### src/rtl/shift_pkg.sv
// Shared constants, state type and op decode for the sequential shifter.
// Define SHIFT_ROTATE_EN to make op 3'b011 a rotate-right; otherwise it is reserved.
package shift_pkg;

  localparam int SHAMT_W = 5;

  localparam logic [2:0] OP_SLL = 3'b000;
  localparam logic [2:0] OP_SRL = 3'b001;
  localparam logic [2:0] OP_SRA = 3'b010;
  localparam logic [2:0] OP_ROR = 3'b011;

  typedef enum logic [1:0] {
    ST_IDLE  = 2'd0,
    ST_SHIFT = 2'd1,
    ST_DONE  = 2'd2
  } state_t;

  // Unsupported ops run with a zero count, so the operand passes through unchanged.
  function automatic logic op_supported(input logic [2:0] op);
`ifdef SHIFT_ROTATE_EN
    return (op <= OP_ROR);
`else
    return (op <= OP_SRA);
`endif
  endfunction

endpackage

### src/rtl/shift_step.sv
// Combinational single-bit shift step used once per cycle by shift_seq_unit.
// Rotate support is compiled in only when SHIFT_ROTATE_EN is defined.
module shift_step
  import shift_pkg::*;
(
  input  logic [31:0] i_value,
  input  logic [2:0]  i_op,
  output logic [31:0] o_value
);

  always_comb begin
    o_value = i_value;
    case (i_op)
      OP_SLL:  o_value = {i_value[30:0], 1'b0};
      OP_SRL:  o_value = {1'b0, i_value[31:1]};
      OP_SRA:  o_value = {i_value[31], i_value[31:1]};
`ifdef SHIFT_ROTATE_EN
      OP_ROR:  o_value = {i_value[0], i_value[31:1]};
`endif
      default: o_value = i_value;
    endcase
  end

endmodule

### src/rtl/shift_seq_unit.sv
// Multi-cycle barrel-free shifter: one bit per cycle, done pulses for one cycle.
// Optional rotate (op 3'b011) is enabled by defining SHIFT_ROTATE_EN.
// Handshake: start is accepted only in IDLE or DONE; while busy it is ignored,
// and data_out holds from the done cycle until the next accepted start.
module shift_seq_unit
  import shift_pkg::*;
(
  input  logic        clk,
  input  logic        reset,
  input  logic        start,
  input  logic [2:0]  shift_op,
  input  logic [31:0] data_in,
  input  logic [31:0] shamt_in,
  output logic        busy,
  output logic        done,
  output logic [31:0] data_out,
  output state_t      o_dbg_state
);

  state_t               r_state;
  state_t               w_state_next;
  logic [SHAMT_W-1:0]   r_count;
  logic [2:0]           r_op;
  logic [31:0]          r_data;
  logic [31:0]          w_step;
  logic                 w_accept;
  logic                 w_unused_shamt;

  // Only the low SHAMT_W bits of the shift-amount mux are meaningful.
  assign w_unused_shamt = ^shamt_in[31:SHAMT_W];

  shift_step u_step (
    .i_value (r_data),
    .i_op    (r_op),
    .o_value (w_step)
  );

  always_comb begin
    w_state_next = r_state;
    w_accept     = 1'b0;
    case (r_state)
      ST_IDLE: begin
        if (start) begin
          w_accept     = 1'b1;
          w_state_next = ST_SHIFT;
        end
      end
      ST_SHIFT: begin
        if (r_count == '0) w_state_next = ST_DONE;
      end
      ST_DONE: begin
        w_accept     = start;
        w_state_next = start ? ST_SHIFT : ST_IDLE;
      end
      default: w_state_next = ST_IDLE;
    endcase
    busy = (r_state == ST_SHIFT);
    done = (r_state == ST_DONE);
  end

  always_ff @(posedge clk) begin
    if (reset) begin
      r_state <= ST_IDLE;
      r_count <= '0;
      r_op    <= OP_SLL;
      r_data  <= '0;
    end else begin
      r_state <= w_state_next;
      if (w_accept) begin
        r_data  <= data_in;
        r_op    <= shift_op;
        r_count <= op_supported(shift_op) ? shamt_in[SHAMT_W-1:0] : '0;
      end else if ((r_state == ST_SHIFT) && (r_count != '0)) begin
        r_data  <= w_step;
        r_count <= r_count - SHAMT_W'(1);
      end
    end
  end

  assign data_out    = r_data;
  assign o_dbg_state = r_state;

endmodule

### config.mk
export PLATFORM = sky130hd
export DESIGN_NAME = shift_seq_unit
export DESIGN_NICKNAME = d
export VERILOG_FILES = /design/src/rtl/shift_pkg.sv /design/src/rtl/shift_step.sv /design/src/rtl/shift_seq_unit.sv
export SDC_FILE = /design/constraint.sdc
export NUM_CORES = 1
export LEC_CHECK = 0
export CORE_MARGIN = 10
export CORE_UTILIZATION = 43
export DETAILED_ROUTE_END_ITERATION = 16
export HOLD_SLACK_MARGIN = 0.02
export PLACE_DENSITY = 0.84
export RECOVER_POWER = 100
export SLEW_MARGIN = 5
export SYNTH_ARGS = -nofsm -noshare
export SYNTH_HDL_FRONTEND = slang
export SYNTH_SLANG_ARGS = --single-unit
### constraint.sdc
create_clock -name clk -period 2.5 [get_ports clk]
set_clock_uncertainty 0.15 [all_clocks]
set_input_delay 0.75 -clock clk [delete_from_list [all_inputs] [get_ports clk]]
set_output_delay 0.75 -clock clk [all_outputs]
set_load 0.03 [all_outputs]
* Word level (Yosys, flattened, before mapping)
Index checks and enable logic that the tools add are counted.
Cells by class: $add $sub $neg 1, $lt $le $gt $ge 1, equal/unequal tests 7, mux-type cells 12, reduce and logical (&&, ||, !) cells 11
Operators with widths (count):
- 32-bit case mux with 3 select lines | 1
- 32-bit two-way mux | 2
- 5-bit two-way mux | 3
- 2-bit case mux with 3 select lines | 1
- 5-bit logical NOT | 1
- 5-bit nonzero test | 1
- 5-bit by 1-bit subtractor with 5-bit output (second input constant) | 1
- 2-bit two-way mux | 2
- 2-bit != test (second input constant) | 2
- 2-bit AND reduction | 2
- 4-bit nonzero test | 1
- 3-bit by 1-bit == test with 1-bit output (second input constant) | 1
- 3-bit by 2-bit == test with 1-bit output (second input constant) | 1
- 3-bit by 2-bit <= comparator with 1-bit output (second input constant) | 1
- 3-bit logical NOT | 1
- 3-bit AND reduction | 1
- 3-bit nonzero test | 1
- 2-bit by 1-bit == test with 1-bit output (second input constant) | 1
- 2-bit == test (second input constant) | 1
- 2-bit logical NOT | 1
- 1-bit two-way mux | 2
- 2-bit by 1-bit != test with 1-bit output (second input constant) | 1
- 1-bit case mux with 2 select lines | 1
- 2-bit nonzero test | 1
- 1-bit logical AND | 1
Word-level totals: register bits after elaboration 42

* Depth between registers and ports, before layout
depth after elaboration 4, gate-level depth with buffers 7, mapped depth without buffers 6

* By module
Synthesis repeated with hierarchy kept, for this count alone.
Second synthesis, totals: cell total of the unflattened synthesis 393, area, all modules 3161.8 um2
Modules (own cells, without submodules):
- shift_seq_unit | instances 1, cells each 244, area an instance 1958.1 um2, sequential area each 840.8 um2
- shift_step | instances 1, cells each 149, area an instance 1203.7 um2, sequential area each 0.0 um2

* Worst setup path after synthesis
No wires, ideal clock.
path kind input to register, from input start, to register r_data[12], in the netlist data_out[12], library setup time 0.070 ns, arrival time 1.928 ns, required time 2.280 ns, setup slack 0.352 ns, cell stages on the path 6, buffers on the path 2, cells stage by stage nor2b_1 > buf_2 > buf_2 > a31oi_1 > a211o_1 > a21oi_2
On the way: word-level cells in the longest chain between the ends 4
RTL lines:
- from (decl) | line shift_seq_unit.sv:10 | input logic start,
- 1-bit two-way mux | line shift_seq_unit.sv:43 | if (start) begin
- 1-bit case mux with 2 select lines (*) | line shift_seq_unit.sv:41 | case (r_state)
- 4-bit nonzero test (no source line) / 2-bit nonzero test (equally long branches)
- 2-bit AND reduction (no source line)
- to (signal assigned) | line shift_seq_unit.sv:70 | r_data <= data_in;
- to (signal assigned) | line shift_seq_unit.sv:74 | r_data <= w_step;
- to (decl) | line shift_seq_unit.sv:24 | logic [31:0] r_data;
Every way passes the cells marked *; elsewhere a longest branch is shown, timed or not. A chain may end at the register's enable or synchronous reset.

* Worst setup path after layout
from input start, to register r_data[17], in the netlist data_out[17]
The elaborated chain is that of the path after synthesis.

==> impl_metrics.env <==
export IMPL_outcome="finished clean"
export IMPL_worst_slew_margin_rel_pct=15.5
export IMPL_critical_path_arrival_ps=2480
export IMPL_postSynthAreaPerCell_um2=7.90
export IMPL_placed_cells=448
export IMPL_cts_setup_buffers=0
export IMPL_synth_yosys_warnings=0
export IMPL_worst_skew_pair_late_latency_ps=290
export IMPL_detail_route_antenna_nets=0
export IMPL_syn_nets=386
export IMPL_crit_type="input port to flop"
export IMPL_max_stage_delay_ps=570
export IMPL_synth_fa_ha_area_share_pct=0.503
export IMPL_worst_slew_pin_slew_ps=1260
export IMPL_route_vias_total=2642
export IMPL_fp_dieH_um=96.1
export IMPL_route_detailed_wl_per_inst_um=16.8
export IMPL_timing_hold_ws_ps=339
export IMPL_cts_max_path_buffers=2
export IMPL_netlist_instances=315
export IMPL_p_leak_nw=1.25
export IMPL_final_hold_violation_count=0
export IMPL_final_max_slew_viol_count=0
export IMPL_finalNonFillerCells=455
export IMPL_routed_wirelength_um=7650
export IMPL_firstDrtPassIters=5
export IMPL_fmax_mhz=417
export IMPL_ys_ff_latch=42
export IMPL_grt_first_pass_wirelength_um=12600
export IMPL_critical_path_required_ps=2580
export IMPL_seqCellArea_um2=841
export IMPL_multiInputGateArea_mm2=0.00145
export IMPL_yosys_mux_area_fraction_pct=0.453
export IMPL_clock_transition_at_the_registers_of_the_reported_paths_ps=80
export IMPL_finalSetupViolations=0
export IMPL_area_fraction_in_and_or_nand_and_nor_cells_after_synthesis_pct=15.3
export IMPL_nets=454
export IMPL_worst_r2r_cell_count=7
export IMPL_first_iter_violations=193
export IMPL_critPathSlowestCell="sky130_fd_sc_hd__dlygate4sd3_1"
export IMPL_synth_top_family_by_area="compound AO/OA/AOI/OAI gates"
export IMPL_placement_cell_area_mm2=0.00337
export IMPL_die_area_mm2=0.00923
export IMPL_synth_main_ff_cell="sky130_fd_sc_hd__dfxtp_1"
export IMPL_boundaryPins=106
export IMPL_maximum_number_of_pins_on_one_net_before_global_route_repair=45
export IMPL_min_delay_path_class="flop to flop"
export IMPL_path_max_fanout=13
export IMPL_cts_resized=1
export IMPL_cts_tree="yes"
export IMPL_track_usage_pct=16.5
export IMPL_cp_start_kind="input port"
export IMPL_layout_worst_path_cycle_share_pct=96.0
export IMPL_setup_worst_path_end_class="flop"
export IMPL_place_gp_congestion=0.848
export IMPL_drt_vias_per_instance=5.81
export IMPL_layout_cell_area_excl_fill_mm2=0.00340
export IMPL_antenna_diode_count=0
export IMPL_path_cells="dlygate4sd3_1 > nand2b_1 > clkbuf_1 > nor2_1 > a211o_1 > a21oi_2"
export IMPL_synth_yosys_seq_area_share_pct=33.8
export IMPL_synth_cell_types=34
export IMPL_detailedPlacementHpwl_um=5420
export IMPL_hold_buffers=0
export IMPL_synth_compound_area_share_pct=41.1
export IMPL_mappedNetlistArea_mm2=0.00249
export IMPL_cts_num_sinks=42
export IMPL_setup_repair_after_global_routing_missed_its_margin="false"
export IMPL_period_needed_ps=2400
export IMPL_p_per_area_mw_per_mm2=587
export IMPL_dieWidth_um=96.1
export IMPL_grt_pass1_vias=2604
export IMPL_final_layout_size_suffix_gt1_share_pct=13.1
export IMPL_placement_rows=27
export IMPL_io_buffers=78
export IMPL_number_of_antenna_violations_at_the_first_check_in_global_routing=0
export IMPL_hold_path_depth=2
export IMPL_fp_coreArea_mm2=0.00557
export IMPL_ys_async_sr_fraction_pct=0
export IMPL_initial_core_util_pct=44.6
export IMPL_max_cap_violations=0
export IMPL_h_tree_depth=2
export IMPL_power_w=0.00200
export IMPL_area_delta_synth_final_pct=36.9
export IMPL_drc_errors=0
export IMPL_clockRootBuffer="sky130_fd_sc_hd__clkbuf_8"
export IMPL_numCtsBuffers=5
export IMPL_synth_xor_area_share_pct=1.06
export IMPL_worst_ir_drop_vdd_v=0.000251
export IMPL_synth_edf_count=0
export IMPL_grt_overflow=0
export IMPL_fillers=532
==> per-stage QoR <==
step	setup WS, ps	utilization (%)	setup TNS, ps
floorplan	352	-	0
global placement	36.1	60.4	0
detailed placement	-57.7	60.4	-69.3
CTS	142	61.8	0
global route	9.53	61.1	0
finish	101	61.1	0
==> critical path: cells and delay by family <==
kind / cells / cell delay [ps]
AND/OR/NAND/NOR: 2 / 280
buffers and inverters: 2 / 1020
AO/OA/AOI/OAI: 2 / 440
==> cell type report <==
| type | count | share of cell area [%] |
|---|---|---|
| Clock buffer | 7 | 2.24 |
| Inverter | 6 | 0.662 |
| Multi-Input combinational cell | 235 | 42.7 |
| Sequential cell | 42 | 24.7 |
| Tap cell | 72 | 2.65 |
| Timing Repair Buffer | 93 | 27.0 |
==> logic make-up after synthesis <==
| group | count (synthesis) |
|---|---|
| AO/OA/AOI/OAI | 141 |
| AND/OR/NAND/NOR | 89 |
| flip-flops | 42 |
| buffers and inverters | 38 |
| XOR/XNOR | 3 |
| multiplexers | 1 |
| adder cells (fa/ha/maj) | 1 |
==> state kept, by name (all words and copies together) (netlist names) <==
signal       count
r_count          5
o_dbg_state      2
r_op             3
data_out        32
==> Yosys cell counts (4+ instances only) <==
master	n	area, um^2
sky130_fd_sc_hd__a211o_1	30	263
sky130_fd_sc_hd__a211oi_1	6	45.0
sky130_fd_sc_hd__a21oi_1	6	30.0
sky130_fd_sc_hd__a21oi_2	30	263
sky130_fd_sc_hd__a31oi_1	32	200
sky130_fd_sc_hd__buf_2	4	20.0
sky130_fd_sc_hd__buf_6	6	67.6
sky130_fd_sc_hd__clkbuf_1	20	75.1
sky130_fd_sc_hd__dfxtp_1	42	841
sky130_fd_sc_hd__inv_1	5	18.8
sky130_fd_sc_hd__nand2_1	39	146
sky130_fd_sc_hd__nor2_1	36	135
sky130_fd_sc_hd__o21ai_0	32	160
==> power by group <==
part	internal, W	leakage [nW]	switching [W]
combinational	0.000323	0.869	0.000441
clock	0.000193	0.0383	0.000229
sequential	0.000738	0.345	0.0000741
==> layer usage <==
layer / wire [um] / track usage [%] / up-vias
met5: 0 / 0 / -
met3: 712 / 5.84 / 8
li1: - / - / 1281
met2: 3850 / 27.3 / 97
met1: 3010 / 20.1 / 1256
met4: 72 / 3.93 / 0
==> placed cells by master, fill, tap and decap left out, types with 2 or more instances in the layout <==
master                            synthesis  final
sky130_fd_sc_hd__o21ai_0                 32     32
sky130_fd_sc_hd__buf_12                   0      3
sky130_fd_sc_hd__nand2_1                 39     39
sky130_fd_sc_hd__a21oi_2                 30     25
sky130_fd_sc_hd__inv_1                    5      5
sky130_fd_sc_hd__a21oi_1                  6     11
sky130_fd_sc_hd__dlygate4sd3_1            0     35
sky130_fd_sc_hd__a211o_1                 30     30
sky130_fd_sc_hd__nand2b_1                 2      2
sky130_fd_sc_hd__dfxtp_1                 42     42
sky130_fd_sc_hd__buf_4                    0      8
sky130_fd_sc_hd__clkbuf_1                20      4
sky130_fd_sc_hd__nor2_1                  36     36
sky130_fd_sc_hd__clkbuf_8                 0      5
sky130_fd_sc_hd__a211oi_1                 6      6
sky130_fd_sc_hd__a31oi_1                 32     32
sky130_fd_sc_hd__nor3_1                   3      3
sky130_fd_sc_hd__clkdlybuf4s50_1          0     41
==> path summary, 6_finish.rpt <==
kind | startpoint | endpoint | slack, ps
max | start | data_out[17]$_SDFFE_PP0P_ | 100
min | data_out[25]$_SDFFE_PP0P_ | data_out[25]$_SDFFE_PP0P_ | 340
max reg2reg | r_count[0]$_SDFFE_PP0P_ | data_out[28]$_SDFFE_PP0P_ | 200
min reg2reg | data_out[25]$_SDFFE_PP0P_ | data_out[25]$_SDFFE_PP0P_ | 340
Note: power is estimated with default switching activity, not from simulation.
